### src/rtl/stm_point_loader.sv
// stm_point_loader: on an eligible UPDATE, streams one STM point's TRANS_NUM {duty, phase}
// words from the sequence BRAM into the drive registers, then pulses COMMIT. Optional duty ceiling: STM_DUTY_CLAMP_EN.
module stm_point_loader #(
    parameter int WIDTH       = 13,
    parameter int TRANS_NUM   = 249,
    parameter int IDX_WIDTH   = 16,
    parameter int ADDR_WIDTH  = 24,
    parameter int RAM_LATENCY = 2
) (
    input  logic                   CLK,
    input  logic                   RST,
    input  logic                   ENABLE,
    input  logic                   UPDATE,
    input  logic [IDX_WIDTH-1:0]   SEQ_CYCLE,
    input  logic [IDX_WIDTH-1:0]   SEQ_DIV,
    output logic                   RAM_RD_EN,
    output logic [ADDR_WIDTH-1:0]  RAM_ADDR,
    input  logic [2*WIDTH-1:0]     RAM_DATA,
`ifdef STM_DUTY_CLAMP_EN
    input  logic [WIDTH-1:0]       DUTY_MAX,
`endif
    output logic                   WR_EN,
    output logic [7:0]             WR_IDX,
    output logic [WIDTH-1:0]       DUTY_OUT,
    output logic [WIDTH-1:0]       PHASE_OUT,
    output logic                   COMMIT,
    output logic                   BUSY,
    output logic [IDX_WIDTH-1:0]   SEQ_IDX,
    output logic                   OVERRUN
);

    localparam logic [7:0]            LAST_IDX     = 8'(TRANS_NUM - 1);
    localparam logic [ADDR_WIDTH-1:0] POINT_STRIDE = ADDR_WIDTH'(TRANS_NUM);
    localparam logic [IDX_WIDTH-1:0]  IDX_ONE      = IDX_WIDTH'(1);

    typedef enum logic [1:0] {
        ST_IDLE,
        ST_FETCH,
        ST_DRAIN,
        ST_COMMIT
    } state_t;

    state_t                  state_q, state_d;
    logic                    rd_en_q, rd_en_d;
    logic [ADDR_WIDTH-1:0]   addr_q, addr_d;
    logic [7:0]              rd_cnt_q, rd_cnt_d;
    logic [RAM_LATENCY-1:0]  vld_q, vld_d;
    logic [7:0]              wr_cnt_q, wr_cnt_d;
    logic                    wr_en_q, wr_en_d;
    logic [7:0]              wr_idx_q, wr_idx_d;
    logic [WIDTH-1:0]        duty_q, duty_d;
    logic [WIDTH-1:0]        phase_q, phase_d;
    logic                    commit_q, commit_d;
    logic                    busy_q, busy_d;
    logic [IDX_WIDTH-1:0]    pt_q, pt_d;
    logic [ADDR_WIDTH-1:0]   base_q, base_d;
    logic [IDX_WIDTH-1:0]    div_cnt_q, div_cnt_d;
    logic                    overrun_q, overrun_d;

    logic [IDX_WIDTH-1:0]    eff_cycle;
    logic [IDX_WIDTH-1:0]    eff_div;
    logic                    capture;

    function automatic logic [WIDTH-1:0] clamp_duty(input logic [WIDTH-1:0] raw);
`ifdef STM_DUTY_CLAMP_EN
        return (raw > DUTY_MAX) ? DUTY_MAX : raw;
`else
        return raw;
`endif
    endfunction

    assign eff_cycle = (SEQ_CYCLE == '0) ? IDX_ONE : SEQ_CYCLE;
    assign eff_div   = (SEQ_DIV == '0) ? IDX_ONE : SEQ_DIV;
    // A disabled cycle must not disturb the held drive values.
    assign capture   = vld_q[RAM_LATENCY-1] && ENABLE;

    always_comb begin
        state_d   = state_q;
        rd_en_d   = rd_en_q;
        addr_d    = addr_q;
        rd_cnt_d  = rd_cnt_q;
        wr_cnt_d  = wr_cnt_q;
        wr_idx_d  = wr_idx_q;
        duty_d    = duty_q;
        phase_d   = phase_q;
        commit_d  = 1'b0;
        busy_d    = busy_q;
        pt_d      = pt_q;
        base_d    = base_q;
        div_cnt_d = div_cnt_q;
        overrun_d = overrun_q;

        // Read-return pipeline: RAM_DATA for a read lines up with the last valid stage.
        vld_d[0] = rd_en_q;
        for (int k = 1; k < RAM_LATENCY; k++) begin
            vld_d[k] = vld_q[k-1];
        end
        wr_en_d = capture;
        if (capture) begin
            duty_d   = clamp_duty(RAM_DATA[2*WIDTH-1:WIDTH]);
            phase_d  = RAM_DATA[WIDTH-1:0];
            wr_idx_d = wr_cnt_q;
            wr_cnt_d = wr_cnt_q + 8'd1;
        end

        case (state_q)
            ST_IDLE: begin
                rd_en_d = 1'b0;
                busy_d  = 1'b0;
                if (UPDATE) begin
                    div_cnt_d = (div_cnt_q >= eff_div - IDX_ONE) ? '0 : div_cnt_q + IDX_ONE;
                    if (div_cnt_q == '0) begin
                        state_d  = ST_FETCH;
                        rd_en_d  = 1'b1;
                        addr_d   = base_q;
                        rd_cnt_d = 8'd0;
                        wr_cnt_d = 8'd0;
                        busy_d   = 1'b1;
                    end
                end
            end
            ST_FETCH: begin
                if (UPDATE) overrun_d = 1'b1;
                if (rd_cnt_q == LAST_IDX) begin
                    rd_en_d = 1'b0;
                    state_d = ST_DRAIN;
                end else begin
                    rd_en_d  = 1'b1;
                    rd_cnt_d = rd_cnt_q + 8'd1;
                    addr_d   = addr_q + ADDR_WIDTH'(1);
                end
            end
            ST_DRAIN: begin
                if (UPDATE) overrun_d = 1'b1;
                if (wr_en_q && wr_idx_q == LAST_IDX) begin
                    state_d  = ST_COMMIT;
                    commit_d = 1'b1;
                end
            end
            ST_COMMIT: begin
                if (UPDATE) overrun_d = 1'b1;
                state_d = ST_IDLE;
                busy_d  = 1'b0;
                // Index at or beyond the (possibly shrunk) cycle length wraps home.
                if (pt_q >= eff_cycle - IDX_ONE) begin
                    pt_d   = '0;
                    base_d = '0;
                end else begin
                    pt_d   = pt_q + IDX_ONE;
                    base_d = base_q + POINT_STRIDE;
                end
            end
            default: state_d = ST_IDLE;
        endcase

        if (!ENABLE) begin
            state_d   = ST_IDLE;
            rd_en_d   = 1'b0;
            vld_d     = '0;
            wr_en_d   = 1'b0;
            commit_d  = 1'b0;
            busy_d    = 1'b0;
            pt_d      = '0;
            base_d    = '0;
            div_cnt_d = '0;
            overrun_d = 1'b0;
        end
    end

    always_ff @(posedge CLK or posedge RST) begin
        if (RST) begin
            state_q   <= ST_IDLE;
            rd_en_q   <= 1'b0;
            addr_q    <= '0;
            rd_cnt_q  <= '0;
            vld_q     <= '0;
            wr_cnt_q  <= '0;
            wr_en_q   <= 1'b0;
            wr_idx_q  <= '0;
            duty_q    <= '0;
            phase_q   <= '0;
            commit_q  <= 1'b0;
            busy_q    <= 1'b0;
            pt_q      <= '0;
            base_q    <= '0;
            div_cnt_q <= '0;
            overrun_q <= 1'b0;
        end else begin
            state_q   <= state_d;
            rd_en_q   <= rd_en_d;
            addr_q    <= addr_d;
            rd_cnt_q  <= rd_cnt_d;
            vld_q     <= vld_d;
            wr_cnt_q  <= wr_cnt_d;
            wr_en_q   <= wr_en_d;
            wr_idx_q  <= wr_idx_d;
            duty_q    <= duty_d;
            phase_q   <= phase_d;
            commit_q  <= commit_d;
            busy_q    <= busy_d;
            pt_q      <= pt_d;
            base_q    <= base_d;
            div_cnt_q <= div_cnt_d;
            overrun_q <= overrun_d;
        end
    end

    assign RAM_RD_EN = rd_en_q;
    assign RAM_ADDR  = addr_q;
    assign WR_EN     = wr_en_q;
    assign WR_IDX    = wr_idx_q;
    assign DUTY_OUT  = duty_q;
    assign PHASE_OUT = phase_q;
    assign COMMIT    = commit_q;
    assign BUSY      = busy_q;
    assign SEQ_IDX   = pt_q;
    assign OVERRUN   = overrun_q;

endmodule

### config.mk
export PLATFORM = sky130hd
export DESIGN_NAME = stm_point_loader
export DESIGN_NICKNAME = d
export VERILOG_FILES = /design/src/rtl/stm_point_loader.sv
export SDC_FILE = /design/constraint.sdc
export NUM_CORES = 1
export LEC_CHECK = 0
export BUFFER_PORTS_ARGS = -buffer_cell sky130_fd_sc_hd__buf_2
export CAP_MARGIN = 25
export CORE_AREA = 5 5 106 208
export CTS_CLUSTER_DIAMETER = 150
export DETAILED_ROUTE_END_ITERATION = 16
export DIE_AREA = 0 0 111 213
export GPL_TIMING_DRIVEN = 1
export HOLD_SLACK_MARGIN = 0.15
export MAX_ROUTING_LAYER = met4
export PLACE_DENSITY = 0.67
export RECOVER_POWER = 25
export SLEW_MARGIN = 15
export SYNTH_ARGS = -nofsm -noshare
export SYNTH_HDL_FRONTEND = slang
export SYNTH_SLANG_ARGS = --single-unit
### constraint.sdc
create_clock -name CLK -period 13.6 [get_ports CLK]
set_input_delay 2.72 -clock CLK [delete_from_list [all_inputs] [get_ports CLK]]
set_output_delay 2.72 -clock CLK [all_outputs]
set_load 0.02 [all_outputs]
==> Yosys cells after proc, flatten, opt, wreduce, memory -nomap -nowiden <==
Index checks and enable logic that the tools add are counted.
{ "classes": {"add_sub_neg": 8, "n_lt_le_gt_ge": 2, "n_eq_ne": 18, "mux": 45, "n_reduce_logical": 12} }
{ "op_table": {"columns": ["cell", "n"], "rows": [
  ["$mux W16", 9],
  ["$mux W24", 6],
  ["$mux W8", 7],
  ["$logic_not A16 Y1", 3],
  ["$pmux W24 S2", 1],
  ["$add A16 B1 Y16 const B", 2],
  ["$ge A16 B16 Y1", 2],
  ["$sub A16 B1 Y16 const B", 2],
  ["$add A24 B1 Y24 const B", 1],
  ["$add A24 B8 Y24 const B", 1],
  ["$add A8 B1 Y8 const B", 2],
  ["$eq A8 B8 Y1 const B", 2],
  ["$pmux W8 S2", 1],
  ["$mux W1", 12],
  ["$mux W2", 6],
  ["$ne A3 B3 Y1 const B", 4],
  ["$ne A2 B2 Y1 const B", 4],
  ["$pmux W2 S4", 1],
  ["$reduce_and A4 Y1", 2],
  ["$ne A2 B1 Y1 const B", 3],
  ["$ne A3 B1 Y1 const B", 2],
  ["$eq A2 B2 Y1 const B", 2],
  ["$pmux W1 S2", 2],
  ["$reduce_and A2 Y1", 2],
  ["5 further kinds", 6]
]} }
{ "word_totals": {"reg_bits": 139, "inputBits": 62, "out_inout_bits": 79, "elab_cells": 101} }

==> Logic depth before layout (Yosys ltp) <==
{ "depth": {"word_depth": 8, "depth_mapped": 16, "mapped_depth_nobuf": 15} }

==> Least setup slack after synthesis <==
Ideal clock, no wire load.
{ "synth_timing": {"path_kind": "input-to-reg", "from": "input port SEQ_DIV[8]", "to": "register div_cnt_q[2]", "setup_ps": 79, "arrival_time_ps": 6061, "required_ps": 13521, "path_slack_ps": 7460, "stages": 16, "path_buffers": 1, "path_cell_list": "or4_1 > or4_1 > nor3_1 > nor2_1 > ha_1 > nand2_1 > nor3_1 > nand2_1 > xor2_1 > ha_1 > nand4_1 > nor4_1 > a311oi_2 > clkbuf_1 > nand3_1 > mux2i_1"} }
{ "synth_via": {"elab_chain_cells": 8} }
{ "synth_lines": {"columns": ["item", "line_no", "rtl"], "rows": [
  ["from (decl)", "15", "input logic [IDX_WIDTH-1:0] SEQ_DIV,"],
  ["$logic_not A16 Y1", "73", "assign eff_div = (SEQ_DIV == '0) ? IDX_ONE : SEQ_DIV;"],
  ["$mux W16 (*)", "73", null],
  ["$sub A16 B1 Y16 (*)", "111", "div_cnt_d = (div_cnt_q >= eff_div - IDX_ONE) ? '0 : div_cnt_q + IDX_ONE;"],
  ["$ge A16 B16 Y1 (*)", "111", null],
  ["$mux W16 (*)", "111", null],
  ["$mux W16 (*)", "110", "if (UPDATE) begin"],
  ["$mux W16 (*)", "106", "case (state_q)"],
  ["$mux W16 (*)", "156", "if (!ENABLE) begin"],
  ["to (signal assigned)", "203", "div_cnt_q <= div_cnt_d;"],
  ["to (decl)", "57", "logic [IDX_WIDTH-1:0] div_cnt_q, div_cnt_d;"]
]} }
Every way passes the cells marked *; elsewhere a longest branch is shown, timed or not. The select of a mux whose other input is x is not followed.
A chain may end at the register's enable or synchronous reset.

==> Final worst setup path <==
{ "layout_timing": {"from": "input port SEQ_CYCLE[9]", "to": "register pt_q[8] (netlist: SEQ_IDX[8])"} }
{ "layout_via": {"elab_chain_cells": 7} }
{ "layout_lines": {"columns": ["item", "line_no", "rtl"], "rows": [
  ["from (decl)", "14", "input logic [IDX_WIDTH-1:0] SEQ_CYCLE,"],
  ["$logic_not A16 Y1", "72", "assign eff_cycle = (SEQ_CYCLE == '0) ? IDX_ONE : SEQ_CYCLE;"],
  ["$mux W16 (*)", "72", null],
  ["$sub A16 B1 Y16 (*)", "145", "if (pt_q >= eff_cycle - IDX_ONE) begin"],
  ["$ge A16 B16 Y1 (*)", "145", null],
  ["$mux W16 (*)", "145", null],
  ["$mux W16 (*)", "106", null],
  ["$mux W16 (*)", "156", null],
  ["to (signal assigned)", "201", "pt_q <= pt_d;"],
  ["to (decl)", "55", "logic [IDX_WIDTH-1:0] pt_q, pt_d;"]
]} }
Marks and branches as above.

==> tab_implementation.tex <==
\begin{tabular}{lr}
\hline
Metric & Value \\
\hline
\multicolumn{2}{l}{\textbf{Clock network}} \\
H-tree Lvls & 4 \\
TritonCTS sink count & 139 \\
Inserted Clock Buffers & 17 \\
CTS tree & built \\
Post-CTS setup-driven buffer insertion count & 0 \\
Register clock-pin slew on the reported worst setup and hold paths & 60 ps \\
Hold bufs inserted after CTS & 0 \\
Worst-skew pair later-pin latency & 430 ps \\
\# resized after CTS & 0 \\
Maximum clock path buffer count & 2 \\
Clk Tree Root Cell & sky130\_fd\_sc\_hd\_\_clkbuf\_16 \\
\multicolumn{2}{l}{\textbf{Synthesis}} \\
Area fraction in and, or, nand and nor cells after synthesis & 25.12\% \\
Synthesized netlist cell count & 993 \\
Library cells used by synthesis & 74 \\
Share of Yosys cell area claimed by the top area cell type & 40.85\% \\
Average size of a mapped cell & 8.576 µm² \\
Post-synth EDFFs & 0 \\
FFs w/ async S/R, synth & 100.0\% \\
Ranking of synthesized cells by area & sky130\_fd\_sc\_hd\_\_dfrtp\_1 (41\%), sky130\_fd\_sc\_hd\_\_nand2\_1 (8.7\%), sky130\_fd\_sc\_hd\_\_ha\_1 (6.9\%) \\
\#FFs+latches synth & 139 \\
Synth Area in Adders & 6.906\% \\
Synth warn & 0 \\
Post-Syn Nets & 1102 \\
Most area-hungry cell type in the Yosys netlist & sky130\_fd\_sc\_hd\_\_dfrtp\_1 \\
Netlist Area Pre-Place & 0.008516 mm² \\
Parity-gate share of the synthesized area counting xor and xnor cells & 4.423\% \\
Post-synth top flop & sky130\_fd\_sc\_hd\_\_dfrtp\_1 \\
Largest family of logic cells by synthesized area & simple AND/OR/NAND/NOR gates \\
Area fraction in compound gates after synthesis & 17.84\% \\
Multiplexer share of the synthesized area & 0.7200\% \\
Share of synthesized area occupied by flip-flops and latches & 40.85\% \\
\multicolumn{2}{l}{\textbf{Die}} \\
Height of the die & 213 µm \\
Core footprint & 0.02028 mm² \\
Boundary pin count & 141 \\
Std cell rows & 74 \\
Die area & 0.02364 mm² \\
Die boundary width & 111 µm \\
Starting density of the core & 42.00\% \\
\multicolumn{2}{l}{\textbf{Placed design}} \\
DP Worst Slack & 6447 ps \\
Post-detailed-placement half-perimeter wirelength & 16700 µm \\
Port bufs & 140 \\
Routability congestion estimate & 0.8570 \\
\multicolumn{2}{l}{\textbf{Global routing}} \\
GR Layer Usage met1 & 21.59\% \\
Initial antenna violation count & 0 \\
First-pass GRT wire length & 38320 µm \\
Largest net degree at the start of global routing & 73 \\
Most used routing layer in global routing & met2 \\
Routing usage on met2 & 37.16\% \\
Remaining global-route overflow & 0 \\
Total global routing track utilization & 20.15\% \\
Global-route met3 utilization & 3.148\% \\
Via count of the first global-routing pass & 7865 \\
\multicolumn{2}{l}{\textbf{Final layout}} \\
Synth-to-layout area growth & 18.34\% \\
Area of the multi-input gates & 0.004712 mm² \\
Number of inserted filler cells in the final layout & 1976 \\
Fraction of layout instances using a drive strength above 1 & 17.71\% \\
Antenna diodes & 0 \\
Area of all sequential standard cells & 0.003478 mm² \\
Post-layout nets & 1225 \\
\multicolumn{2}{l}{\textbf{Pwr}} \\
Maximum vdd ir drop & 0.09807 mV \\
Total power after layout & 1639 µW \\
Power Dens Cells & 162.6 mW/mm² \\
Standby leakage power & 0.004647 µW \\
\multicolumn{2}{l}{\textbf{Critical path}} \\
Arrival time at the worst endpoint & 6820 ps \\
CP peak stage delay & 570 ps \\
End of the worst register-to-register path & wr\_cnt\_q[7] \\
Worst r2r path cells & 7 \\
Category of cells accounting for the largest share of critical-path delay & simple AND/OR/NAND/NOR gates \\
Cell-by-cell trace of the critical path & buf\_2, or4\_1, or3\_4, nor3\_1, a21oi\_1, ha\_1, nand4\_1, nor3\_1, xnor2\_1, ha\_1, nand4\_1, nor4\_1, a32oi\_2, buf\_4, nand2\_1, o21ai\_0 \\
Category of the worst setup path capture point & register \\
Setup slack of the most critical reg-to-reg path & 10080 ps \\
Reg-to-Reg Start & vld\_q[1] \\
Critical Path Source Type & input port \\
Sum of buffers and inverters on the critical path & 2 \\
Data required, critical path & 13870 ps \\
Kind of critical path & in2reg \\
Cell type of the slowest stage on the worst timing path & sky130\_fd\_sc\_hd\_\_or4\_1 \\
Maximum fanout along the worst path & 38 \\
\multicolumn{2}{l}{\textbf{Routing}} \\
Detailed-route vias per instance & 5.721 \\
Via total after detailed routing & 7981 \\
Wire length per cell & 16.41 µm \\
DRC violation count after routing & 0 \\
Final ANT Viol Nets & 0 \\
Detailed-route wire length & 22890 µm \\
Violation count after the first detailed-route iteration & 396 \\
DR pass1 iterations & 5 \\
\multicolumn{2}{l}{\textbf{STA}} \\
Setup TNS & 0 ps \\
Final setup slack of the worst path & 7050 ps \\
Worst relative slew slack & -113.3\% \\
Transition time of the tightest slew-check pin & 3181 ps \\
Number of slew-limit violations in the final report & 151 \\
F\_max & 152.7 MHz \\
Final setup violation count & 0 \\
Final Hold Violating Endpoints & 0 \\
RSZ-0062 raised after global routing & false \\
Post-route clock skew & 11.18 ps \\
Final min period & 6550 ps \\
Ratio of final minimum period to clock period & 48.16\% \\
\multicolumn{2}{l}{\textbf{Hold path}} \\
WHS Endpoint & vld\_q[1] \\
Worst min path class & reg2reg \\
Hold path startpoint & vld\_q[0] \\
Worst Hold Depth & 1 \\
\multicolumn{2}{l}{\textbf{Job}} \\
Max-capacitance violation count & 3 \\
\multicolumn{2}{l}{\textbf{Outcome}} \\
Violated checks & capacitance limit, slew limit \\
Result of the run & complete, but fails checks \\
\hline
\end{tabular}
==> placed cells by master, fill, tap and decap left out, types with 5 or more instances in the layout <==
cell type                     n
sky130_fd_sc_hd__o211ai_1    12
sky130_fd_sc_hd__clkbuf_1     7
sky130_fd_sc_hd__xor2_1      19
sky130_fd_sc_hd__o22ai_1      8
sky130_fd_sc_hd__o21a_1       5
sky130_fd_sc_hd__mux2i_1      5
sky130_fd_sc_hd__buf_2      137
sky130_fd_sc_hd__a22o_1      10
sky130_fd_sc_hd__o22a_1       5
sky130_fd_sc_hd__buf_4       12
sky130_fd_sc_hd__nand3_1     41
sky130_fd_sc_hd__nor3_1      32
sky130_fd_sc_hd__dfrtp_1    139
sky130_fd_sc_hd__and2_1       7
sky130_fd_sc_hd__o31ai_1      5
sky130_fd_sc_hd__a31oi_1     47
sky130_fd_sc_hd__a211oi_1     8
sky130_fd_sc_hd__xnor2_1     24
sky130_fd_sc_hd__nand3b_1     9
sky130_fd_sc_hd__nand2b_1    11
sky130_fd_sc_hd__nor2_1      51
sky130_fd_sc_hd__clkbuf_16   17
sky130_fd_sc_hd__or4_1        9
sky130_fd_sc_hd__ha_1        46
sky130_fd_sc_hd__nor4_1      17
sky130_fd_sc_hd__and4_1       8
sky130_fd_sc_hd__nand4_1     26
sky130_fd_sc_hd__inv_1       34
sky130_fd_sc_hd__a21oi_1     38
sky130_fd_sc_hd__o21ai_0     53
sky130_fd_sc_hd__nand2_1    197
sky130_fd_sc_hd__and3_1      10
sky130_fd_sc_hd__a2bb2oi_1    6
sky130_fd_sc_hd__or3_1        8
==> layer usage <==
metal  share of wire, %  vias to the layer above
li1                   -                     3865
met2                 55                      203
met1                 39                     3883
met4                1.8                        0
met5                  0                        -
met3                4.0                       30
==> synth_stat cells, drive strengths merged, types with 12 or more instances <==
library cell and count:
a21oi 38, a31oi 47, clkbuf 40, dfrtp 139, ha 47, inv 36, nand2 197, nand3 42
nand4 26, nor2 51, nor3 32, nor4 18, o211ai 12, o21ai 54, xnor2 24, xor2 19
==> cell type report <==
type | count | share of cell area [%]
clock buffer | 19 | 4.296
clock inverter | 13 | 1.887
inverter | 36 | 1.353
multi-input combinational | 768 | 46.76
sequential | 139 | 34.52
tap | 266 | 3.303
timing repair buffer | 154 | 7.884
==> logic make-up after synthesis <==
logic type | Yosys count
buffers and inverters | 86
AOI/OAI and AO/OA | 230
muxes | 6
and+or+nand+nor | 442
DFF | 139
adders and majority gates | 47
xor gates and xnor gates | 43
==> per-stage QoR <==
stage	util (%)	hold slack [ps]	cells	area, µm²
floorplan	-	433.7	993	8516
global placement	46.64	436.6	1361	9457
detailed placement	46.64	443.5	1361	9457
CTS	49.71	459.5	1393	10080
global route	49.70	478.4	1395	10080
finish	49.70	455.9	1395	10080
==> worst max path at each step <==
| stage | startpoint | end | slack [ps] | cells past startpoint |
|---|---|---|---|---|
| 2_1_floorplan | RST | BUSY | 7160 | 1 |
| 3_3_place_gp | SEQ_DIV[8] | div_cnt_q[3] | 6640 | 16 |
| 3_5_place_dp | SEQ_DIV[8] | div_cnt_q[3] | 6450 | 16 |
| 4_1_cts | SEQ_DIV[8] | div_cnt_q[9] | 6910 | 16 |
| 5_1_grt | SEQ_CYCLE[9] | base_q[13] | 6630 | 16 |
| 6_report | SEQ_CYCLE[9] | SEQ_IDX[8] | 7050 | 16 |
==> sequential cells by signal, summed over array words and instances (netlist names), 2 cells and up <==
signal / count
SEQ_IDX: 16
WR_IDX: 8
PHASE_OUT: 13
base_q: 24
div_cnt_q: 16
DUTY_OUT: 13
RAM_ADDR: 24
wr_cnt_q: 8
rd_cnt_q: 8
vld_q: 2
state_q: 2
==> worst reg2reg max path: cells and delay by family, from the launching register on <==
family,cells,cell delay [ps]
AO/OA/AOI/OAI,1,140
flip-flops,1,320
AND/OR/NAND/NOR,3,920
buffers and inverters,3,2050
==> power by group <==
part / total, µW / internal, µW / switching (µW)
clock network: 493 / 309 / 184
registers: 588 / 504 / 84.0
logic: 558 / 196 / 362
total: 1640 / 1010 / 630
Power figures use the tool's default switching activity.
